--- src/rtl/pipelined_acc_nch.sv ---
// ============================================================================
// Module      : pipelined_acc_nch
// Description : N-channel W-bit accumulator (A += I), adder split into two
//               H-bit pipeline stages; INIT loads A/I, STEP emits result.
// Revision    : 1.0 - initial release
// ============================================================================
`default_nettype none

module pipelined_acc_nch #(
  parameter int W = 32,
  parameter int N = 4,
  localparam int CW = (N > 1) ? $clog2(N) : 1
) (
  input  logic          clk,
  input  logic          rst,
  input  logic          cmd_vld,
  input  logic          cmd_init,
  input  logic [CW-1:0] cmd_ch,
  input  logic [W-1:0]  a_init,
  input  logic [W-1:0]  i,
  output logic          y_vld,
  output logic [CW-1:0] y_ch,
  output logic [W-1:0]  y,
  output logic          y_ovf
);

  localparam int H = W / 2;
  localparam logic [CW:0] C_N = (CW+1)'(N);

  // Per-channel state, kept as separate halves so each stage touches one half.
  logic [H-1:0] a_lo_q [N];
  logic [H-1:0] a_hi_q [N];
  logic [H-1:0] i_lo_q [N];
  logic [H-1:0] i_hi_q [N];

  logic          p_vld_q;
  logic          p_init_q;
  logic [CW-1:0] p_ch_q;
  logic [H-1:0]  p_hi_q;
  logic [H-1:0]  p_lo_q;
  logic          p_cy_q;

  logic          y_vld_q;
  logic [CW-1:0] y_ch_q;
  logic [W-1:0]  y_q;
  logic          y_ovf_q;

  logic          cmd_ok;
  logic [H:0]    lo_sum;
  logic [H:0]    hi_sum;

  assign cmd_ok = cmd_vld && ({1'b0, cmd_ch} < C_N);
  assign lo_sum = {1'b0, a_lo_q[cmd_ch]} + {1'b0, i_lo_q[cmd_ch]};
  assign hi_sum = {1'b0, a_hi_q[p_ch_q]} + {1'b0, p_hi_q} + {{H{1'b0}}, p_cy_q};

  always_ff @(posedge clk or negedge rst) begin
    if (!rst) begin
      for (int c = 0; c < N; c++) begin
        a_lo_q[c] <= '0;
        a_hi_q[c] <= '0;
        i_lo_q[c] <= '0;
        i_hi_q[c] <= '0;
      end
      p_vld_q  <= 1'b0;
      p_init_q <= 1'b0;
      p_ch_q   <= '0;
      p_hi_q   <= '0;
      p_lo_q   <= '0;
      p_cy_q   <= 1'b0;
      y_vld_q  <= 1'b0;
      y_ch_q   <= '0;
      y_q      <= '0;
      y_ovf_q  <= 1'b0;
    end else begin
      // Stage 1: low half of the add, or low half + whole increment for INIT.
      p_vld_q <= cmd_ok;
      if (cmd_ok) begin
        p_init_q <= cmd_init;
        p_ch_q   <= cmd_ch;
        if (cmd_init) begin
          a_lo_q[cmd_ch] <= a_init[H-1:0];
          i_lo_q[cmd_ch] <= i[H-1:0];
          i_hi_q[cmd_ch] <= i[W-1:H];
          p_hi_q         <= a_init[W-1:H];
          p_lo_q         <= a_init[H-1:0];
          p_cy_q         <= 1'b0;
        end else begin
          a_lo_q[cmd_ch] <= lo_sum[H-1:0];
          p_hi_q         <= i_hi_q[cmd_ch];
          p_lo_q         <= lo_sum[H-1:0];
          p_cy_q         <= lo_sum[H];
        end
      end

      // Stage 2: high half; p_hi_q is I_hi for STEP and a_init_hi for INIT.
      y_vld_q <= p_vld_q && !p_init_q;
      if (p_vld_q) begin
        if (p_init_q) begin
          a_hi_q[p_ch_q] <= p_hi_q;
        end else begin
          a_hi_q[p_ch_q] <= hi_sum[H-1:0];
          y_q            <= {hi_sum[H-1:0], p_lo_q};
          y_ch_q         <= p_ch_q;
          y_ovf_q        <= hi_sum[H];
        end
      end
    end
  end

  assign y_vld = y_vld_q;
  assign y_ch  = y_ch_q;
  assign y     = y_q;
  assign y_ovf = y_ovf_q;

endmodule

`default_nettype wire
--- config.mk ---
export PLATFORM = sky130hd
export DESIGN_NAME = pipelined_acc_nch
export DESIGN_NICKNAME = d
export VERILOG_FILES = /design/src/rtl/pipelined_acc_nch.sv
export SDC_FILE = /design/constraint.sdc
export NUM_CORES = 1
export LEC_CHECK = 0
export CORE_MARGIN = 5
export CORE_UTILIZATION = 45
export CTS_BUF_LIST = sky130_fd_sc_hd__clkbuf_8
export DETAILED_ROUTE_END_ITERATION = 10
export DONT_BUFFER_PORTS = 1
export SLEW_MARGIN = 15
export SYNTH_ARGS = -nofsm -noshare
export SYNTH_HDL_FRONTEND = slang
export SYNTH_SLANG_ARGS = --single-unit
--- constraint.sdc ---
create_clock -name clk -period 7.5 [get_ports clk]
set_input_delay 1.5 -clock clk [delete_from_list [all_inputs] [get_ports clk]]
set_output_delay 1.5 -clock clk [all_outputs]
set_load 0.02 [all_outputs]
==> impl_metrics.tcl <==
set metrics [dict create \
    rsz0062_at_grt "false" \
    power_leakage_nw 7.55 \
    fillers 3117 \
    grt_usage 0.198 \
    p_per_area_nw_per_um2 379 \
    setup_violations 0 \
    clk_latency_ps 590 \
    max_clock_freq_mhz 257 \
    drtIter0Drc 633 \
    critPathCaptureType "register" \
    synth-edff-count 0 \
    rows 68 \
    htreeDepth 2 \
    setup_tns_ps 0 \
    num-nets-final 1466 \
    drc 0 \
    pre_cts_ws_ps 3020 \
    use_met1 0.268 \
    synth-async-reset-ratio 1.00 \
    cts_root_buf "clkbuf_8" \
    avgViaCountPerCell 5.59 \
    synth_top_area_share 0.523 \
    synth_nets 1483 \
    grt-ovfl-total 0 \
    required_ps 7930 \
    setup_ws_ps 3620 \
    final_common_cell "dfrtp_1" \
    skew_ps 24.7 \
    dp_hpwl_um 24400 \
    wl_per_cell_um 20.3 \
    core_area_sq_um 34500 \
    cp_cell_sequence "mux4_2 -> ha_1 -> fa_1 -> a21o_1 -> a311oi_2 -> o21ai_0 -> xor2_1 -> mux2i_1 -> o21ai_0" \
    slowest_delay_ps 500 \
    cts_resized 0 \
    cp_slowest_cell "mux4_2" \
    grt_pass1_vias 10700 \
    clockBufferDepth 3 \
    ys_ff_latch 329 \
    startpoint_type "input pin" \
    slew_headroom 0.0335 \
    clkSinkCount 329 \
    fin_crit_ps 3880 \
    yosysWarnings 0 \
    clk_pin_slew_ps 60 \
    start_util 0.456 \
    netlist_instances 1379 \
    numCtsBuffers 54 \
    crit_buf_inv 0 \
    met2_usage 0.329 \
    netlist_area_sq_um 15700 \
    synth-seq-area-share 0.523 \
    synth_top_area_cell "dfrtp_1" \
    cap_violations 0 \
    ctsHoldBuffers 0 \
    cp_top_family "compound AO/OA/AOI/OAI gates" \
    fin_hold_ws_ps 471 \
    post-route-period-util 0.518 \
    cts_tree "built" \
    grt_max_degree 330 \
    finalHoldViolCount 0 \
    antenna_found_initial 2 \
    place.gp.congestion 0.853 \
    status "completed" \
    slew_viol_final 0 \
    ir_drop_uv 174 \
    top_usage_layer "met2" \
    cp_max_fo 57 \
    worst_slew_pin_slew_ps 1450 \
    hold_path.class "reg2reg" \
    yosys_most_used_dff "dfrtp_1" \
    drt.antenna.violating_nets 0 \
    grt_pass1_wl_um 61100 \
    synth_area_leaders "dfrtp_1 (52%), mux2_2 (9.2%), mux4_2 (9.2%)" \
    cts_setup_buffers 0 \
    vias 10400 \
    met3_usage 0.0425 \
    synth_cell_types 64 \
    design.die.area_sq_um 38800 \
    die_x_um 197 \
    cp_data_arrival_time_ps 4320 \
    wl_um 37800 \
    syn_to_final_growth_pct 9.09 \
    die_y_um 197 \
    io_buffers 0 \
    crit_top_cell "o21ai_0" \
    pin_count 106 \
    dr.pass1.iters 5 \
    crit_type "in2reg" \
    synth_area_per_cell_sq_um 11.4 \
    drive_gt1_frac 0.218 \
    final_cell_mix "dfrtp_1 (329), nand2_1 (249), mux2_2 (128)" \
]
power breakdown:
| group | total, mW | switching [mW] | leakage, nW | internal (mW) |
|---|---|---|---|---|
| sequential | 2.79 | 0.424 | 3.97 | 2.36 |
| clock | 1.60 | 0.713 | 0.647 | 0.883 |
| combinational | 2.13 | 1.15 | 2.93 | 0.978 |
| total | 6.51 | 2.29 | 7.55 | 4.23 |
cell type report:
cell class	instances	area [sq um]	area share
sequential	329	8230	0.479
multi-input combinational	952	7110	0.414
clock buffer	75	1030	0.0601
tap	455	569	0.0332
clock inverter	21	91.3	0.00532
timing repair buffer	9	67.6	0.00394
inverter	16	60.1	0.00350
antenna	1	2.50	0.000146
cell families (layout without fill, tap and decap cells):
group,after synthesis,count (layout),synth area share
AND/OR/NAND/NOR,395,395,0.102
flip-flops,329,329,0.523
AO/OA/AOI/OAI,288,288,0.111
multiplexers,217,217,0.199
buffers and inverters,98,121,0.0261
adder cells (fa/ha/maj),34,34,0.0285
XOR/XNOR,18,18,0.0100
other,0,1,0
synthesized netlist by cell type (3+ instances only):
master / count
and3_1: 4
nand2_1: 252
nor3_1: 17
clkbuf_1: 46
mux4_2: 64
xnor2_1: 9
buf_4: 6
nand2b_1: 5
dfrtp_1: 329
a211oi_1: 5
o21ai_2: 3
buf_1: 14
mux2i_1: 25
a21o_1: 8
o31a_1: 4
nor2_1: 86
a31oi_1: 39
o211ai_1: 9
inv_1: 14
ha_1: 31
a22o_1: 6
xor2_1: 9
buf_2: 16
or3_1: 5
o21ai_0: 112
a21oi_1: 55
fa_1: 3
nand3_1: 10
o21a_1: 5
mux2_2: 128
o21ai_1: 19
layer usage:
metal  wire length [um]  vias up
met5                 34        -
li1                   -     4926
met2              18400      206
met3               1970       59
met4                779        4
met1              16600     5199
flip-flops by register name (all words and copies together) (netlist names):
signal,flops
y,32
y_vld,1
p_vld_q,1
i_lo_q,64
p_lo_q,16
a_hi_q,64
p_cy_q,1
y_ovf,1
p_ch_q,2
y_ch,2
p_init_q,1
i_hi_q,64
p_hi_q,16
a_lo_q,64
per-stage QoR:
stage                     instance area (sq um)   util  cells  power (mW)
after floorplan                           15700      -   1379        4.45
after global placement                    16000  0.464   1761        4.88
after detailed placement                  16000  0.464   1761        4.95
after CTS                                 17200  0.497   1857        6.57
after global routing                      17200  0.497   1857        6.99
final                                     17200  0.497   1858        6.51
worst paths after layout:
kind / from / endpoint / slack, ps / depth (start not counted)
max: cmd_ch[0] / a_lo_q[56] / 3620 / 9
min: p_lo_q[3] / y[3] / 470 / 2
max reg2reg: p_ch_q[0] / y_ovf / 3780 / 11
min reg2reg: p_lo_q[3] / y[3] / 470 / 2
max in group asynchronous: rst / i_lo_q[17] / 5700 / 0
min in group asynchronous: rst / y[7] / 620 / 0
worst min-delay path: stages (launching register included):
cell and delay [ps]:
dfrtp_1 340, nand2_1 50, nand2_1 50
(Power assumes the default switching activity.)
